===== src/rtl/isp_raster_src_8bit_if.sv =====
// Pixel-stream interface of the raster source: frame control inputs plus the
// registered 8-bit pixel stream with its framing flags.
interface isp_raster_src_8bit_if;
  logic        start;
  logic        continuous;
  logic [1:0]  pat_sel;
  logic        dout_vld;
  logic [7:0]  dout;
  logic        sof;
  logic        eol;
  logic        eof;
  logic        busy;
  logic [15:0] frame_cnt;

  modport master (
    input  start, continuous, pat_sel,
    output dout_vld, dout, sof, eol, eof, busy, frame_cnt
  );

  modport slave (
    output start, continuous, pat_sel,
    input  dout_vld, dout, sof, eol, eof, busy, frame_cnt
  );
endinterface


===== src/rtl/isp_raster_src_8bit.sv =====
// Raster test-pattern source: 8-bit grey pixels with programmable line and
// frame blanking, single-shot or continuous frames.
module isp_raster_src_8bit #(
  parameter logic [11:0] H_DISP  = 12'd480,
  parameter logic [11:0] V_DISP  = 12'd272,
  parameter logic [11:0] H_BLANK = 12'd16,
  parameter logic [15:0] V_BLANK = 16'd64
) (
  input logic                  clk,
  input logic                  rst_n,
  isp_raster_src_8bit_if.master px
);

  typedef enum logic [1:0] {
    S_IDLE,
    S_ACTIVE,
    S_HBLANK,
    S_VBLANK
  } state_e;

  state_e      state, state_n;
  logic [11:0] col, col_n;
  logic [11:0] row, row_n;
  logic [15:0] blank_cnt, blank_cnt_n;
  logic [1:0]  pat, pat_n;
  logic [15:0] frame_cnt, frame_cnt_n;
  logic [7:0]  pix_n;

  logic        vld_q, sof_q, eol_q, eof_q, busy_q;
  logic [7:0]  dout_q;

  // NOTE: every variable driven here gets a default first, so no path through
  // the case statement can leave one unassigned and infer a latch.
  always_comb begin
    state_n     = state;
    col_n       = col;
    row_n       = row;
    blank_cnt_n = blank_cnt;
    pat_n       = pat;
    frame_cnt_n = frame_cnt;
    unique case (state)
      S_IDLE: begin
        if (px.start) begin
          state_n = S_ACTIVE;
          col_n   = '0;
          row_n   = '0;
          pat_n   = px.pat_sel;
        end
      end
      S_ACTIVE: begin
        if (col == H_DISP - 12'd1) begin
          col_n = '0;
          if (row < V_DISP - 12'd1) begin
            row_n = row + 12'd1;
            if (H_BLANK != 12'd0) begin
              state_n     = S_HBLANK;
              blank_cnt_n = {4'd0, H_BLANK};
            end
          end else begin
            row_n       = '0;
            frame_cnt_n = frame_cnt + 16'd1;
            if (V_BLANK != 16'd0) begin
              state_n     = S_VBLANK;
              blank_cnt_n = V_BLANK;
            end else if (px.continuous) begin
              pat_n = px.pat_sel;
            end else begin
              state_n = S_IDLE;
            end
          end
        end else begin
          col_n = col + 12'd1;
        end
      end
      S_HBLANK: begin
        if (blank_cnt == 16'd1) state_n = S_ACTIVE;
        else                    blank_cnt_n = blank_cnt - 16'd1;
      end
      S_VBLANK: begin
        if (blank_cnt == 16'd1) begin
          if (px.continuous) begin
            state_n = S_ACTIVE;
            pat_n   = px.pat_sel;
          end else begin
            state_n = S_IDLE;
          end
        end else begin
          blank_cnt_n = blank_cnt - 16'd1;
        end
      end
      default: state_n = S_IDLE;
    endcase
  end

  // Pixel value for the coordinates the next cycle will present.
  always_comb begin
    pix_n = 8'h00;
    unique case (pat_n)
      2'd0: pix_n = col_n[7:0];
      2'd1: pix_n = row_n[7:0];
      2'd2: pix_n = (col_n[3] ^ row_n[3]) ? 8'hFF : 8'h00;
      2'd3: pix_n = col_n[7:0] + row_n[7:0] + frame_cnt_n[7:0];
      default: pix_n = 8'h00;
    endcase
  end

  // NOTE: sequential state uses non-blocking assignments so every register
  // samples pre-edge values regardless of statement order.
  always_ff @(posedge clk or negedge rst_n) begin
    if (!rst_n) begin
      state     <= S_IDLE;
      col       <= '0;
      row       <= '0;
      blank_cnt <= '0;
      pat       <= '0;
      frame_cnt <= '0;
      vld_q     <= 1'b0;
      dout_q    <= '0;
      sof_q     <= 1'b0;
      eol_q     <= 1'b0;
      eof_q     <= 1'b0;
      busy_q    <= 1'b0;
    end else begin
      state     <= state_n;
      col       <= col_n;
      row       <= row_n;
      blank_cnt <= blank_cnt_n;
      pat       <= pat_n;
      frame_cnt <= frame_cnt_n;
      vld_q     <= (state_n == S_ACTIVE);
      dout_q    <= (state_n == S_ACTIVE) ? pix_n : 8'h00;
      sof_q     <= (state_n == S_ACTIVE) && (col_n == 12'd0) && (row_n == 12'd0);
      eol_q     <= (state_n == S_ACTIVE) && (col_n == H_DISP - 12'd1);
      eof_q     <= (state_n == S_ACTIVE) && (col_n == H_DISP - 12'd1)
                   && (row_n == V_DISP - 12'd1);
      busy_q    <= (state_n != S_IDLE);
    end
  end

  assign px.dout_vld  = vld_q;
  assign px.dout      = dout_q;
  assign px.sof       = sof_q;
  assign px.eol       = eol_q;
  assign px.eof       = eof_q;
  assign px.busy      = busy_q;
  assign px.frame_cnt = frame_cnt;

endmodule

===== src/flat_wrapper.sv =====
// flat-port wrapper written by rule: the top's interface ports become plain ports
module isp_raster_src_8bit_flat 
#(
  parameter logic [11:0] H_DISP  = 12'd480,
  parameter logic [11:0] V_DISP  = 12'd272,
  parameter logic [11:0] H_BLANK = 12'd16,
  parameter logic [15:0] V_BLANK = 16'd64
)
  (clk, rst_n, px_start, px_continuous, px_pat_sel, px_dout_vld, px_dout, px_sof, px_eol, px_eof, px_busy, px_frame_cnt);
  isp_raster_src_8bit_if px_i ();
  input logic clk;
  input logic rst_n;
  input wire logic [$bits(px_i.start)-1:0] px_start;
  input wire logic [$bits(px_i.continuous)-1:0] px_continuous;
  input wire logic [$bits(px_i.pat_sel)-1:0] px_pat_sel;
  output wire logic [$bits(px_i.dout_vld)-1:0] px_dout_vld;
  output wire logic [$bits(px_i.dout)-1:0] px_dout;
  output wire logic [$bits(px_i.sof)-1:0] px_sof;
  output wire logic [$bits(px_i.eol)-1:0] px_eol;
  output wire logic [$bits(px_i.eof)-1:0] px_eof;
  output wire logic [$bits(px_i.busy)-1:0] px_busy;
  output wire logic [$bits(px_i.frame_cnt)-1:0] px_frame_cnt;
  assign px_i.start = px_start;
  assign px_i.continuous = px_continuous;
  assign px_i.pat_sel = px_pat_sel;
  assign px_dout_vld = px_i.dout_vld;
  assign px_dout = px_i.dout;
  assign px_sof = px_i.sof;
  assign px_eol = px_i.eol;
  assign px_eof = px_i.eof;
  assign px_busy = px_i.busy;
  assign px_frame_cnt = px_i.frame_cnt;
  isp_raster_src_8bit #(.H_DISP(H_DISP), .V_DISP(V_DISP), .H_BLANK(H_BLANK), .V_BLANK(V_BLANK)) u_core (.clk(clk), .rst_n(rst_n), .px(px_i));
endmodule

===== config.mk =====
export PLATFORM = sky130hd
export DESIGN_NAME = isp_raster_src_8bit_flat
export DESIGN_NICKNAME = d
export VERILOG_FILES = /design/src/rtl/isp_raster_src_8bit_if.sv /design/src/rtl/isp_raster_src_8bit.sv /design/src/flat_wrapper.sv
export SDC_FILE = /design/constraint.sdc
export NUM_CORES = 1
export LEC_CHECK = 0
export BUFFER_PORTS_ARGS = -buffer_cell sky130_fd_sc_hd__buf_4
export CORE_MARGIN = 5
export CORE_UTILIZATION = 60
export DETAILED_ROUTE_END_ITERATION = 6
export PLACE_DENSITY = 0.8
export SYNTH_ARGS = -nofsm -noshare
export SYNTH_HDL_FRONTEND = slang
export SYNTH_SLANG_ARGS = --single-unit

===== constraint.sdc =====
create_clock -name clk -period 6.26 [get_ports clk]
set_input_delay 0 -clock clk [delete_from_list [all_inputs] [get_ports clk]]
set_output_delay 0 -clock clk [all_outputs]
set_load 0.05 [all_outputs]

==> out/metrics.yaml, run 1 <==
placement:
  port_buffers: 34
  gp_congestion: 0.937
  dp_slack_ns: 1.14
  dp.cells: 627
  placed_cell_area_um2: 4990
  dpl.hpwl_mm: 7.98
critical_path:
  cp.arrival_ns: 5.46
  r2r_slack_ns: 1.07
  required_ns: 6.54
  worst_path_max_delay_cell: "nor3_1"
  path_max_fanout: 8
  criticalPathCategory: "reg2reg"
  cp-start-kind: "flip-flop"
  r2r_end: "u_core.px.dout[7]"
  reg2regPathDepth: 17
  path_cells: "ha_1 -> and4_4 -> nand3_2 -> nor3_1 -> nand4_1 -> xnor2_1 -> inv_1 -> fa_1 -> inv_1 -> ha_1 -> nor2b_1 -> o31a_1 -> or4b_2 -> nand3_1 -> xnor3_1 -> and3_1 -> o31ai_2"
  rr_startpoint: "u_core.col[0]"
  end_kind: "flip-flop"
  max_stage_delay_ns: 0.63
logic_synthesis:
  synth_top_family_by_area: "simple AND/OR/NAND/NOR gates"
  synthSimpleGateAreaFrac: 0.239
  synthesis.area_um2: 4620
  yosysWarningCount: 0
  yosys.area_share.adder: 0.0753
  muxShareOfSynthArea: 0.0133
  synth.net_count: 527
  avgSynthCellArea_um2: 9.28
  ys_ff_latch: 73
  synth_edf_count: 0
  synth_top_flop_cell: "dfrtp_1"
  synth-compound-area-share: 0.155
  postSynthCellCount: 498
  synth_cell_types: 76
  ys_seq_area_frac: 0.395
  synth_xor_area_frac: 0.0715
  synthArstFlopShare: 1.00
pwr:
  power_density_nw_per_um2: 168
  leakage_nw: 2.37
  ir_worst_vdd_mv: 0.114
floorplan:
  row_count: 32
  pin_count: 35
  die_w_um: 97.7
  die_area_um2: 9550
  start_util: 0.607
  core_um2: 7610
  die_h_um: 97.7
worst_hold_path:
  hold_class: "in2reg"
  min_from: "px_start"
  hold_depth: 4
  min_to: "u_core.state[1]"
clock_network:
  cts.sinks: 73
  insertion_delay_ns: 0.36
  cts-root-buf: "clkbuf_8"
  cts_tree: "done"
  clockBufferDepth: 2
  htree_levels: 3
  clk_pin_slew_ns: 0.09
  cts_buffers: 9
drt:
  first_iter_violations: 354
  viasPerCell: 6.06
  wl_per_cell_um: 17.2
  antenna_left: 0
  wl_mm: 11.1
  drc: 0
  vias: 3901
  dr.pass1.iters: 5
cells_and_area:
  finalNonFillerCells: 644
  layout-drive-gt1-share: 0.161
  num_antenna_cells: 0
  final_area_um2: 5210
  syn_to_final_growth_pct: 12.7
  nets: 566
timing:
  relSlewSlack: 0.372
  fin_crit_ns: 5.19
  max_freq_ghz: 0.193
  tightest_slew_ns: 0.942
  fin_crit_sh: 0.828
  fin_tns_setup_ns: 0
  rsz0062_at_grt: "no"
  setup_viol: 0
  clock_skew_ns: 0.0121
  slew_viol_final: 0
  layout_setup_ws_ns: 1.07
  hold_viol: 0
global_route:
  grt_first_pass_wirelength_mm: 18.8
  overflow: 0
  grtUsageTotal: 0.243
  grt_max_degree: 74
  antenna_found_initial: 0
  grt_pass1_vias: 3842
run_status:
  outcome: "complete, no violations"
flow_run:
  maxCapViolCount: 0
[where the power goes]
group,leakage [nW],internal [mW],switching [mW],total [mW]
registers,0.864,0.471,0,0.471
logic,1.40,0.00251,0.00978,0.0123
clock network,0.105,0.191,0.200,0.391
total,2.37,0.665,0.210,0.875
[registers in the layout, summed over array words and instances (netlist names)]
register and count:
u_core.px.dout 8, u_core.state 2, u_core.px.eof 1, u_core.pat 2
u_core.px.eol 1, u_core.col 12, u_core.px.frame_cnt 16, u_core.px.dout_vld 1
u_core.row 12, u_core.px.sof 1, u_core.px.busy 1, u_core.blank_cnt 16
[Yosys cell counts (5+ instances only)]
master | n | area (um2)
a21oi_1 | 16 | 80.1
inv_1 | 43 | 161
clkbuf_1 | 8 | 30.0
nor3_1 | 18 | 90.1
a211oi_1 | 5 | 37.5
or3_1 | 7 | 43.8
nand3_1 | 19 | 95.1
o21ai_0 | 25 | 125
and2_1 | 5 | 31.3
or2_2 | 5 | 31.3
nand4_1 | 14 | 87.6
nand2_1 | 45 | 169
fa_1 | 8 | 160
nor2_1 | 36 | 135
nor2b_1 | 5 | 31.3
dfrtp_1 | 73 | 1830
mux2i_1 | 5 | 50.1
ha_1 | 15 | 188
nor4_1 | 12 | 75.1
xnor2_1 | 21 | 184
a31oi_1 | 7 | 43.8
xor2_1 | 11 | 96.3
and3_1 | 8 | 50.1
[stage by stage]
stage	total power, mW	utilization	hold slack (ns)
after detailed placement	0.493	0.656	0.209
final	0.875	0.684	0.144
after global placement	0.493	0.656	0.189
after CTS	0.882	0.684	0.133
after floorplan	0.481	-	-0.296
after global routing	0.909	0.684	0.202
[cells in the final DEF, fill, tap and decap left out, drive strengths merged, types with 9 or more instances in the layout]
cell,instances
nor2,36
nor3,19
nand4,15
inv,48
dfrtp,73
nand3,20
nor4,13
o21ai,30
nand2,45
xor2,11
clkbuf,9
ha,15
buf,41
xnor2,22
a21oi,16
and3,9
[kinds of logic after synthesis]
group	Yosys count
AND/OR/NAND/NOR	200
AO/OA/AOI/OAI	103
flip-flops	73
buffers and inverters	59
XOR/XNOR	34
adder cells (fa/ha/maj)	23
multiplexers	6
[layer usage]
metal	routed length, um	vias to the layer above	share of wire	track usage
li1	-	1859	-	-
met1	4810	1881	0.43	0.317
met2	5420	134	0.49	0.395
met3	523	27	0.047	0.0407
met4	354	0	0.032	0.117
met5	0	-	0	0
[how the worst max path moves through the flow]
| stage | from | end | slack (ns) | depth (start not counted) |
|---|---|---|---|---|
| floorplan | u_core.col[0] | u_core.px.dout[7] | 1.62 | 17 |
| global placement | u_core.col[0] | u_core.px.dout[7] | 1.36 | 17 |
| detailed placement | u_core.col[0] | u_core.px.dout[7] | 1.14 | 17 |
| CTS | u_core.col[1] | u_core.px.dout[7] | 1.13 | 17 |
| global route | u_core.col[0] | u_core.px.dout[7] | 0.77 | 17 |
| finish | u_core.col[0] | u_core.px.dout[7] | 1.07 | 17 |
[layout make-up]
class / count / area (um2)
multi-input cells: 366 / 2560
fillers: 611 / 2400
flip-flops and latches: 73 / 1830
repair buffers: 42 / 318
inverters: 45 / 169
well taps: 102 / 128
clock buffers: 9 / 124
clock inverters: 7 / 82.6
[worst max-delay path, delay by kind of cell, from the launching register on]
kind	cells	cell delay (ns)
buffers and inverters	2	0.13
AO/OA/AOI/OAI	2	0.45
AND/OR/NAND/NOR	8	2.47
adder cells (fa/ha/maj)	3	1.13
flip-flops	1	0.43
XOR/XNOR	2	0.49
[what timing repair did]
action,CTS,global route
hold buffers,1,0
resized for setup,0,0
setup endpoints to repair,0,0
buffers inserted,0,0
endpoints found under the hold margin,73,0
Power figures use the tool's default switching activity.
==> run 2: changes to the inputs <==
Settings changed: CORE_UTILIZATION 60 to 55, PLACE_DENSITY 0.8 to 0.77.
Clock period 6.26 ns to 4.3 ns, I/O delays scaled along.
==> out/metrics.yaml, run 2 (synthesized netlist as in run 1, its figures left out) <==
pwr:
  leakage_nw: 2.66  # +12%
  ir_worst_vdd_mv: 0.167  # +46%
  power_density_nw_per_um2: 236  # +40%
  p_total_mw: 1.36  # +56%
floorplan:
  core_um2: 8220  # +8.0%
  pin_count: 35  # unchanged
  die_area_um2: 10300  # +8.1%
  die_w_um: 102  # +4.0%
  die_h_um: 102  # +4.0%
  start_util: 0.562  # -0.0450
  row_count: 33  # +3.1%
critical_path:
  cp-start-kind: "flip-flop"
  path_max_fanout: 4  # -4
  required_ns: 4.57  # -1.97 ns
  crit_path_start: "u_core.row[8]"
  criticalPathCategory: "reg2reg"
  end_kind: "flip-flop"
  rr_startpoint: "u_core.row[8]"
  cp.arrival_ns: 4.61  # -0.85 ns
timing:
  fin_crit_sh: 1.01  # +0.181
  setup_viol: 1  # +1
  layout_setup_ws_ns: -0.0403  # -1.11 ns
  finalHoldWorstSlack_ns: 0.179  # +0.0352 ns
  max_freq_ghz: 0.230  # +19%
  rsz0062_at_grt: "yes"
  clock_skew_ns: 0.00830  # -0.00385 ns
  relSlewSlack: 0.382  # +0.0102
  fin_crit_ns: 4.34  # -0.846 ns
  tightest_slew_ns: 0.927  # -0.0154 ns
  hold_viol: 0  # unchanged
  slew_viol_final: 0  # unchanged
cells_and_area:
  num_antenna_cells: 0  # unchanged
  finalNonFillerCells: 704  # +9.3%
  layout_commonest_cell: "buf_4"
  largestRegisters: "u_core.blank_cnt: 16 flops, u_core.px.frame_cnt: 16 flops"
  fin_util: 0.704  # +0.0194
  nets: 623  # +10%
  final_cell_mix: "97 x buf_4, 72 x dfrtp_1, 45 x nand2_1"
  layout-drive-gt1-share: 0.265  # +0.105
  syn_to_final_growth_pct: 25.2
worst_hold_path:
  hold_class: "in2reg"
  min_from: "px_start"
drt:
  wl_mm: 12.3  # +11%
  vias: 4195  # +7.5%
  drc: 0  # unchanged
  antenna_left: 0  # unchanged
  dr.pass1.iters: 5  # unchanged
  viasPerCell: 5.96  # -1.6%
  wl_per_cell_um: 17.5  # +1.5%
  first_iter_violations: 272  # -23%
clock_network:
  clockBufferDepth: 2  # unchanged
  cts-root-buf: "clkbuf_8"
  clk_pin_slew_ns: 0.08  # about the same
  insertion_delay_ns: 0.36  # about the same
  cts.sinks: 73  # unchanged
  htree_levels: 3  # unchanged
  cts_tree: "done"
  cts_buffers: 9  # unchanged
global_route:
  top_usage_layer: "met2"
  grt_use_met3: 0.0427  # +0.00199
  grt_max_degree: 74  # unchanged
  grt_first_pass_wirelength_mm: 20.1  # +7.1%
  overflow: 0  # unchanged
  grtUsageTotal: 0.250  # +0.00688
  met1_usage: 0.332  # +0.0153
  grt_use_met2: 0.405  # +0.0101
  antenna_found_initial: 0  # unchanged
  grt_pass1_vias: 4055  # +5.5%
placement:
  port_buffers: 34  # unchanged
  dpl.hpwl_mm: 8.97  # +12%
  gp_congestion: 0.935  # -0.20%
  dp_slack_ns: -0.106  # -1.24 ns
  dp.cells: 682  # +8.8%
run_status:
  failed_checks: "setup timing"
  outcome: "finished, violations left"
flow_run:
  maxCapViolCount: 0  # unchanged
run 2: metrics by stage:
| step | setup TNS [ns] | cell area (um2) |
|---|---|---|
| after floorplan | 0 | 4670 |
| after CTS | 0 | 5750 |
| final | -0.0403 | 5780 |
| after global routing | -0.165 | 5780 |
| after global placement | 0 | 5440 |
| after detailed placement | -0.106 | 5440 |
run 2: repair_timing:
| action | CTS | global route |
|---|---|---|
| endpoints found under the hold margin | 73 | 0 |
| buffers inserted | 3 | 2 |
| hold buffers | 1 | 0 |
| pin swaps | 4 | 5 |
| setup endpoints to repair | 1 | 1 |
| resized for setup | 7 | 7 |
run 2: final cells by class:
type                            instances  area [um2]
Sequential cell                        73        1830
Multi-Input combinational cell        366        2660
Timing Repair Buffer                   99         749
Clock buffer                            9         124
Inverter                               45         174
Tap cell                              105         131
Clock inverter                          7         119
Fill cell                             644        2430
run 2: power breakdown:
| group | total, mW | switching (mW) | internal [mW] |
|---|---|---|---|
| logic | 0.0180 | 0.0143 | 0.00370 |
| clock network | 0.659 | 0.275 | 0.385 |
| registers | 0.686 | 0 | 0.686 |
| total | 1.36 | 0.289 | 1.07 |
run 2: worst max-delay path: stages, from the launching register on:
cell and delay (ns):
dfrtp_1 0.46, o41ai_2 0.11, buf_4 0.15, and3_4 0.17
nor3_4 0.29, nand4_1 0.25, xnor2_1 0.33, inv_1 0.09
fa_1 0.51, inv_2 0.05, ha_4 0.23, nor2b_1 0.14
o31a_1 0.27, or4b_4 0.49, nand3_2 0.09, xnor3_1 0.23
and3_4 0.19, o31ai_2 0.20
run 2: worst paths after layout:
check                      slack, ns  cells after the start                      end
min in group asynchronous       0.31                      2            u_core.col[6]
min                             0.18                      4          u_core.state[1]
max in group asynchronous       3.36                      2            u_core.col[7]
min reg2reg                     0.49                      1  u_core.px.frame_cnt[10]
max reg2reg                    -0.04                     17        u_core.px.dout[7]
max                            -0.04                     17        u_core.px.dout[7]
run 2: routing by layer:
metal,wire (um),share of wire,up-vias
met2,6130,0.50,135
met4,366,0.030,0
met5,0,0,-
met1,5210,0.42,2057
met3,621,0.050,29
li1,-,-,1974
